## src/rtl/tlbrd_unit.sv

```systemverilog
// rtl/tlbrd_unit.sv - TLBRD sequencer: reads one TLB entry and strobes it into the TLB CSRs.
module tlbrd_unit #(
  parameter int TLB_NUM = 16,
  parameter int IDX_W   = 4
) (
  input  logic             clk,
  input  logic             rst,
  input  logic             tlbrd_req,
  input  logic             flush,
  input  logic [IDX_W-1:0] tlbidx_index,
  output logic             tlb_rd_en,
  output logic [IDX_W-1:0] tlb_rd_addr,
  input  logic             tlb_e,
  input  logic [18:0]      tlb_vppn,
  input  logic [5:0]       tlb_ps,
  input  logic [9:0]       tlb_asid,
  input  logic             tlb_g,
  input  logic [19:0]      tlb_ppn0,
  input  logic [5:0]       tlb_flags0,
  input  logic [19:0]      tlb_ppn1,
  input  logic [5:0]       tlb_flags1,
  output logic             TLBRD_en,
  output logic [19:0]      TLB_PPN_0,
  output logic [5:0]       TLB_flags_0,
  output logic             TLB_G_0,
  output logic [19:0]      TLB_PPN_1,
  output logic [5:0]       TLB_flags_1,
  output logic             TLB_G_1,
  output logic [18:0]      TLB_VPPN,
  output logic [5:0]       TLB_PS,
  output logic [9:0]       TLB_ASID,
  output logic             TLB_NE,
  output logic             tlbrd_busy,
  output logic             tlbrd_done
);

  typedef enum logic [1:0] {S_IDLE, S_RD, S_WB} state_t;

  typedef struct packed {
    logic [19:0] ppn0;
    logic [5:0]  flags0;
    logic [19:0] ppn1;
    logic [5:0]  flags1;
    logic        g;
    logic [18:0] vppn;
    logic [5:0]  ps;
    logic [9:0]  asid;
    logic        ne;
  } fld_t;

  // One extra bit so TLB_NUM == 2**IDX_W is representable.
  localparam logic [IDX_W:0] NUM_W = (IDX_W + 1)'(TLB_NUM);

  state_t           state_q, state_d;
  logic [IDX_W-1:0] idx_q, idx_d;
  fld_t             fld_q, fld_d;
  logic             accept;
  logic             wb_fire;
  logic             entry_ok;

  assign entry_ok = tlb_e && ({1'b0, idx_q} < NUM_W);

  always_comb begin
    state_d = state_q;
    idx_d   = idx_q;
    fld_d   = fld_q;
    accept  = 1'b0;
    wb_fire = 1'b0;
    case (state_q)
      S_IDLE: begin
        if (tlbrd_req && !flush && !rst) begin
          accept  = 1'b1;
          idx_d   = tlbidx_index;
          state_d = S_RD;
        end
      end
      S_RD: begin
        if (flush) begin
          state_d = S_IDLE;
        end else begin
          state_d = S_WB;
          if (entry_ok) begin
            fld_d.ppn0   = tlb_ppn0;
            fld_d.flags0 = tlb_flags0;
            fld_d.ppn1   = tlb_ppn1;
            fld_d.flags1 = tlb_flags1;
            fld_d.g      = tlb_g;
            fld_d.vppn   = tlb_vppn;
            fld_d.ps     = tlb_ps;
            fld_d.asid   = tlb_asid;
            fld_d.ne     = 1'b0;
          end else begin
            fld_d    = '0;
            fld_d.ne = 1'b1;
          end
        end
      end
      S_WB: begin
        state_d = S_IDLE;
        wb_fire = !flush;
      end
      default: state_d = S_IDLE;
    endcase
  end

  always_ff @(posedge clk or posedge rst) begin
    if (rst) begin
      state_q <= S_IDLE;
      idx_q   <= '0;
      fld_q   <= '0;
    end else begin
      state_q <= state_d;
      idx_q   <= idx_d;
      fld_q   <= fld_d;
    end
  end

  // Address goes out combinationally in the accept cycle so data lands in RD.
  assign tlb_rd_en   = accept;
  assign tlb_rd_addr = accept ? tlbidx_index : idx_q;

  assign TLBRD_en    = wb_fire;
  assign tlbrd_done  = wb_fire;
  assign tlbrd_busy  = (state_q != S_IDLE);

  assign TLB_PPN_0   = fld_q.ppn0;
  assign TLB_flags_0 = fld_q.flags0;
  assign TLB_G_0     = fld_q.g;
  assign TLB_PPN_1   = fld_q.ppn1;
  assign TLB_flags_1 = fld_q.flags1;
  assign TLB_G_1     = fld_q.g;
  assign TLB_VPPN    = fld_q.vppn;
  assign TLB_PS      = fld_q.ps;
  assign TLB_ASID    = fld_q.asid;
  assign TLB_NE      = fld_q.ne;

endmodule

```

## config.mk

```make
export PLATFORM = sky130hd
export DESIGN_NAME = tlbrd_unit
export DESIGN_NICKNAME = d
export VERILOG_FILES = /design/src/rtl/tlbrd_unit.sv
export SDC_FILE = /design/constraint.sdc
export NUM_CORES = 1
export LEC_CHECK = 0
export ABC_AREA = 1
export CAP_MARGIN = 0
export CORE_ASPECT_RATIO = 1.2
export CORE_MARGIN = 3
export CORE_UTILIZATION = 29
export CTS_CLUSTER_DIAMETER = 200
export CTS_CLUSTER_SIZE = 10
export DETAILED_ROUTE_END_ITERATION = 8
export REMOVE_ABC_BUFFERS = 1
export SYNTH_ARGS = -nofsm -noshare
export SYNTH_HDL_FRONTEND = slang
export SYNTH_SLANG_ARGS = --single-unit
```

## constraint.sdc

```tcl
create_clock -name clk -period 6.24 [get_ports clk]
set_input_delay 0.624 -clock clk [delete_from_list [all_inputs] [get_ports clk]]
set_output_delay 0.624 -clock clk [all_outputs]
set_load 0.01 [all_outputs]
```

## After elaboration in Yosys (flattened, before gate mapping)

Cells that the tools add are included.
W data, S select, Z words.

- Bits in latches: 0
- Input port bits: 97
- Register bits: 95
- Output and inout bits: 98
- RAM bits: 0
- Bits in read-only memories: 0
- Word-level logic and storage cells: 31
- Memories: 0

- $lt $le $gt $ge: 0
- Bitwise operators: 1
- $add $sub $neg: 0
- Div/mod/pow operators: 0
- Reductions and logical operators: 8
- Multiply operators: 0
- Shift operators: 0
- Equality and inequality tests: 3
- Multiplexer cells: 8

Operator list:

| operator | count |
|---|---|
| $mux W89 | 1 |
| $mux W2 | 2 |
| $mux W4 | 1 |
| $pmux W2 S2 | 1 |
| $reduce_and A2 Y1 | 2 |
| $mux W1 | 3 |
| $eq A2 B1 Y1 const B | 1 |
| $eq A2 B2 Y1 const B | 1 |
| $logic_and A1 B1 Y1 | 2 |
| $logic_not A1 Y1 | 2 |
| $logic_not A2 Y1 | 1 |
| $ne A2 B2 Y1 const B | 1 |
| $reduce_bool A2 Y1 | 1 |
| $not A1 Y1 | 1 |

## Depth between registers and ports, before layout

Gate-level depths: netlist of run 1.

- Depth after elaboration: 6
- Mapped depth: 6
- Gate-level depth less buffers: 5

## Least setup slack after synthesis of run 1

OpenSTA, ideal clock, no wires.

- Kind: input port to output port
- From: input port tlbrd_req
- To: output port tlb_rd_addr[0]
- Path slack: 4,395 ps
- Path buffers: 0
- Cell stages on the path: 5
- Data required time: 5,616 ps
- Arrival: 1,221 ps
- Path through: inv_1 -> nor2_1 -> nand3_1 -> nand2_1 -> nand2_1

- Cells in the longest elaborated chain, start to end: 5

RTL lines:

| what | RTL line | RTL |
|---|---|---|
| start: declaration | 8 | `input logic tlbrd_req,` |
| $logic_and A1 B1 Y1 (2 in a row) | 71 | `if (tlbrd_req && !flush && !rst) begin` |
| $mux W1 | 71 |  |
| $mux W1 | 69 | `case (state_q)` |
| $mux W4 | 120 | `assign tlb_rd_addr = accept ? tlbidx_index : idx_q;` |
| end: declaration | 12 | `output logic [IDX_W-1:0] tlb_rd_addr,` |

Every way passes these cells.

## Worst setup path after layout of run 1

- From: input port rst
- To: output port tlb_rd_addr[1]

- Cells in the longest elaborated chain, start to end: 5

RTL lines:

| what | RTL line | RTL |
|---|---|---|
| start: declaration | 7 | `input logic rst,` |
| $logic_not A1 Y1 (no source line) | n/a |  |
| $logic_and A1 B1 Y1 | 71 |  |
| $mux W1 | 71 |  |
| $mux W1 | 69 |  |
| $mux W4 | 120 |  |

Every way passes these cells.

==> impl_metrics.ini, run 1 <==
[cts]
cts_resized = 0
cts_buffer_depth = 2
ctsHoldBuffers = 0
post-cts-setup-buffer-count = 0
numCtsBuffers = 9
cts_root_buffer = clkbuf_16
clkSlewWorstSetupHoldPaths_ns = 0.07
cts_sinks = 95
insertion_delay_ns = 0.34
cts_tree = yes
h-tree-depth = 3

[synth]
syn_inst = 421
syn-cell-area_um2 = 3970
yosysSeqAreaShare_pct = 59.9
yosys_warnings = 0
synth-seq-cells = 95
avgSynthCellArea_um2 = 9.43
ys_types = 17

[global_routing]
grt_overflow = 0
grt_pass1_wl_um = 17000
antenna_found_initial = 0
grt_max_degree = 180
grt_pass1_vias = 3342
grt.total_usage_pct = 13.8

[min_path]
hold_class = reg2reg
worstHoldEndpoint = idx_q[2]
worstHoldPathCells = 2
holdCritStartpoint = idx_q[2]

[critical_path]
cp-start-kind = input pin
reg2reg_depth = 3
rr_endpoint = TLB_VPPN[2]
reg2reg_slack_ns = 4.69
worstSetupEndpointType = primary output
required_ns = 5.62
worst-path-max-fanout = 6
crit_type = in2out
crit_path_start = rst
arrival_ns = 2.34
r2r_start = state_q[0]

[detailed_routing]
top_layer_used = met4
vias = 3343
wl_um = 10500
met3WireLength_um = 807
post_drt_wl_per_cell_um = 13.6
first_pass_iters = 4
met1Wirelength_um = 4390
drtAntennaViolNets = 0
first_iter_violations = 126
viasPerCell = 4.34
wl_met2_um = 5120
drc = 0

[floorplan]
die_height_um = 134
pin_count = 195
initial_core_util_pct = 29.9
die_x_um = 113
core_um2 = 13300
rows = 46
dieArea_um2 = 15100

[timing]
period_share_pct = 47.5
setup_viol = 0
rsz0062_at_grt = false
max_freq_ghz = 0.337
slew_violations = 0
setup_ws_ns = 3.27
fin_crit_ns = 2.97
relSlewSlack_pct = 38.7
setup_tns_ns = 0
fin_skew_ns = 0.00891
worstMarginPinSlew_ns = 0.919
finalHoldViolCount = 0

[outcome]
outcome = finished clean

[pwr]
peakVddDrop_mv = 0.131
p_leak_uw = 0.00275
p_per_area_nw_per_um2 = 286

[finish]
diodes = 0
layout.nets = 695
areaGrowthSynthToFinish_pct = 56.3
drive_gt1_share_pct = 8.79

[placed_design]
io_buffers = 194
hpwlAfterDp_um = 7290
pre_cts_ws_ns = 3.27
place.gp.congestion = 0.820

[job]
maxCapViolations = 0
-- critical path, cell delays in order --
cell	delay [ns]
clkdlybuf4s50_1	0.47
nor2_1	0.30
nand3_1	0.25
nand2_1	0.15
nand2_1	0.07
clkdlybuf4s50_1	0.48
-- power breakdown --
group	switching, uW	internal [uW]
clock	233	285
combinational	203	283
sequential	53.1	718
total	490	1290
-- state kept, by name, indices dropped and copies added, names as in the netlist --
name	flops
TLB_PPN_0	20
TLB_PPN_1	20
TLB_VPPN	19
TLB_ASID	10
TLB_PS	6
TLB_flags_0	6
TLB_flags_1	6
idx_q	4
state_q	2
TLB_G_0	1
TLB_NE	1
-- cells in the final DEF, fill, tap and decap left out, drive strengths merged, types with 4 or more instances in the layout --
cell / n
buf: 4
clkdlybuf4s50: 193
o21ai: 89
nand2: 189
clkbuf: 11
nand4: 4
inv: 10
dfrtp: 95
-- Yosys cell counts --
| library cell | n | share of area, % |
|---|---|---|
| nand3_1 | 1 | 0.13 |
| dfrtp_1 | 95 | 60 |
| nor3_1 | 1 | 0.13 |
| buf_6 | 13 | 3.7 |
| o21ai_0 | 10 | 1.3 |
| inv_2 | 1 | 0.094 |
| clkbuf_1 | 12 | 1.1 |
| inv_1 | 7 | 0.66 |
| nor2_1 | 1 | 0.094 |
| nand4_1 | 4 | 0.63 |
| nand3_4 | 1 | 0.44 |
| nand2_1 | 189 | 18 |
| buf_4 | 5 | 0.95 |
| o21ai_1 | 49 | 6.2 |
| clkbuf_2 | 1 | 0.13 |
| o21ai_2 | 30 | 6.6 |
| nor2_2 | 1 | 0.16 |
-- final cells by class --
cell class / count / area (um2)
clock buffer: 11 / 243
clock inverter: 5 / 41.3
fill: 1286 / 7090
inverter: 8 / 32.5
multi-input combinational: 287 / 1330
sequential: 95 / 2380
tap: 168 / 210
timing repair buffer: 197 / 1970
-- routing by layer --
layer	GRT usage, %	vias to the layer above
met5	0	-
met4	4.81	0
met3	4.38	11
met2	22.5	116
met1	17.3	1513
li1	-	1703
-- metrics by stage --
step	cells	total power (uW)	hold slack [ns]	utilization (%)	cell area [um2]
2_1_floorplan	390	955	0.437	-	3740
3_3_place_gp	755	1270	0.464	44.5	5920
3_5_place_dp	755	1280	0.456	44.5	5920
4_1_cts	771	1810	0.474	46.7	6210
5_1_grt	771	1880	0.487	46.7	6210
6_report	771	1780	0.475	46.7	6210
-- cell families after synthesis --
kind of cell           share of synthesized area [%]
and+or+nand+nor                                 19.4
DFF                                             59.9
buffers and inverters                           6.65
AOI/OAI and AO/OA                               14.1
-- worst max path at each step --
stage	end	slack, ns	depth (start not counted)
2_1_floorplan	TLB_ASID[0]	3.14	1
3_3_place_gp	tlb_rd_addr[1]	3.43	6
3_5_place_dp	tlb_rd_addr[1]	3.27	6
4_1_cts	tlb_rd_addr[1]	3.27	6
5_1_grt	tlb_rd_addr[1]	3.09	6
6_report	tlb_rd_addr[1]	3.27	6
(Power assumes the default switching activity.)
==> inputs of run 2 (changes only) <==
Clock period 6.24 ns to 2.7 ns, I/O delays scaled along.
==> impl_metrics.ini, run 2 (same netlist as run 1, synthesis figures left out) <==
[critical_path]
arrival_ns = 1.98
path_buf_inv = 2
max_stage_delay_ns = 0.48
worstSetupEndpointType = primary output
cp-start-kind = input pin
crit_type = in2out
worst-path-max-fanout = 6
crit_path_cell_trace = clkdlybuf4s50_1 > nor2_1 > nand3_1 > nand2_1 > nand2_1 > clkdlybuf4s50_1
cpMaxStageDelayCell = clkdlybuf4s50_1
crit_family = buffers and inverters
required_ns = 2.43

[cts]
cts_resized = 0
cts_root_buffer = clkbuf_16
ctsHoldBuffers = 0
post-cts-setup-buffer-count = 0
insertion_delay_ns = 0.33
cts_tree = yes
numCtsBuffers = 9
cts_buffer_depth = 2
cts_sinks = 95
h-tree-depth = 3
clkSlewWorstSetupHoldPaths_ns = 0.07

[floorplan]
die_height_um = 134
rows = 46
die_x_um = 113
core_um2 = 13300
dieArea_um2 = 15100
pin_count = 195
initial_core_util_pct = 29.9

[pwr]
p_per_area_nw_per_um2 = 650
p_total_uw = 4070
peakVddDrop_mv = 0.281
p_leak_uw = 0.00278

[timing]
rsz0062_at_grt = false
fin_crit_ns = 2.25
setup_viol = 0
setup_tns_ns = 0
slew_violations = 0
setup_ws_ns = 0.455
finalHoldViolCount = 0
max_freq_ghz = 0.445
relSlewSlack_pct = 62.4
period_share_pct = 83.2
fin_skew_ns = 0.00754
worstMarginPinSlew_ns = 0.565

[detailed_routing]
vias = 3379
wl_um = 10800
first_iter_violations = 156
drc = 0
first_pass_iters = 5
post_drt_wl_per_cell_um = 14.0
viasPerCell = 4.37
drtAntennaViolNets = 0

[finish]
layout.nets = 698
n_fill_cell = 1291
diodes = 0
final_cell_mix = clkdlybuf4s50_1 (193), nand2_1 (189), dfrtp_1 (95), o21ai_1 (49), o21ai_2 (30)
final_common_cell = clkdlybuf4s50_1
drive_gt1_share_pct = 9.09
areaGrowthSynthToFinish_pct = 57.6

[global_routing]
antenna_found_initial = 0
grt_pass1_wl_um = 17200
grt_pass1_vias = 3438
grt_max_degree = 96
grt_overflow = 0
grt.total_usage_pct = 14.1

[job]
maxCapViolations = 0

[placed_design]
io_buffers = 194
hpwlAfterDp_um = 7730
pre_cts_ws_ns = 0.489
place.gp.congestion = 0.863

[min_path]
hold_class = in2reg

[outcome]
outcome = finished clean
run 2: tightest hold or removal path, cell delays in order:
cell	delay, ns
buf_2	0.28
nand2_1	0.12
o21ai_1	0.06
run 2: cell type report:
cell class              count  area (um2)  share of cell area, %
well taps                 168         210                   3.36
multi-input cells         287        1330                   21.2
clock inverters             4        22.5                  0.360
repair buffers            200        2040                   32.7
clock buffers              11         243                   3.88
inverters                   8        32.5                  0.520
flip-flops and latches     95        2380                   38.0
run 2: stage by stage:
step	instances	hold slack [ns]	area [um2]	util, %
3_3_place_gp	758	0.465	5990	45.1
5_1_grt	773	0.474	6260	47.1
6_report	773	0.439	6260	47.1
4_1_cts	773	0.459	6260	47.1
3_5_place_dp	758	0.473	5990	45.1
2_1_floorplan	390	0.365	3740	-
run 2: per-layer routing:
metal | global-route usage (%) | share of wire [%]
met5 | 0 | 0
met4 | 4.48 | 1.4
met3 | 5.01 | 6.9
met2 | 23.6 | 49
met1 | 17.0 | 42
run 2: power breakdown:
| part | total, uW | leakage, uW | internal (uW) | switching, uW |
|---|---|---|---|---|
| registers | 1790 | 0.00125 | 1660 | 129 |
| clock network | 1150 | 0.000131 | 640 | 510 |
| logic | 1130 | 0.00140 | 662 | 469 |
| total | 4070 | 0.00278 | 2960 | 1110 |
run 2: path summary, 6_finish.rpt:
check,cells after the start,to,start,slack [ns]
min in group asynchronous,3,idx_q[0],rst,0.46
max reg2reg,5,TLB_VPPN[0],state_q[1],1.10
max,6,tlb_rd_addr[1],rst,0.45
max in group asynchronous,3,TLB_ASID[9],rst,1.84
min,3,TLB_ASID[8],tlb_e,0.44
min reg2reg,2,idx_q[2],idx_q[2],0.48
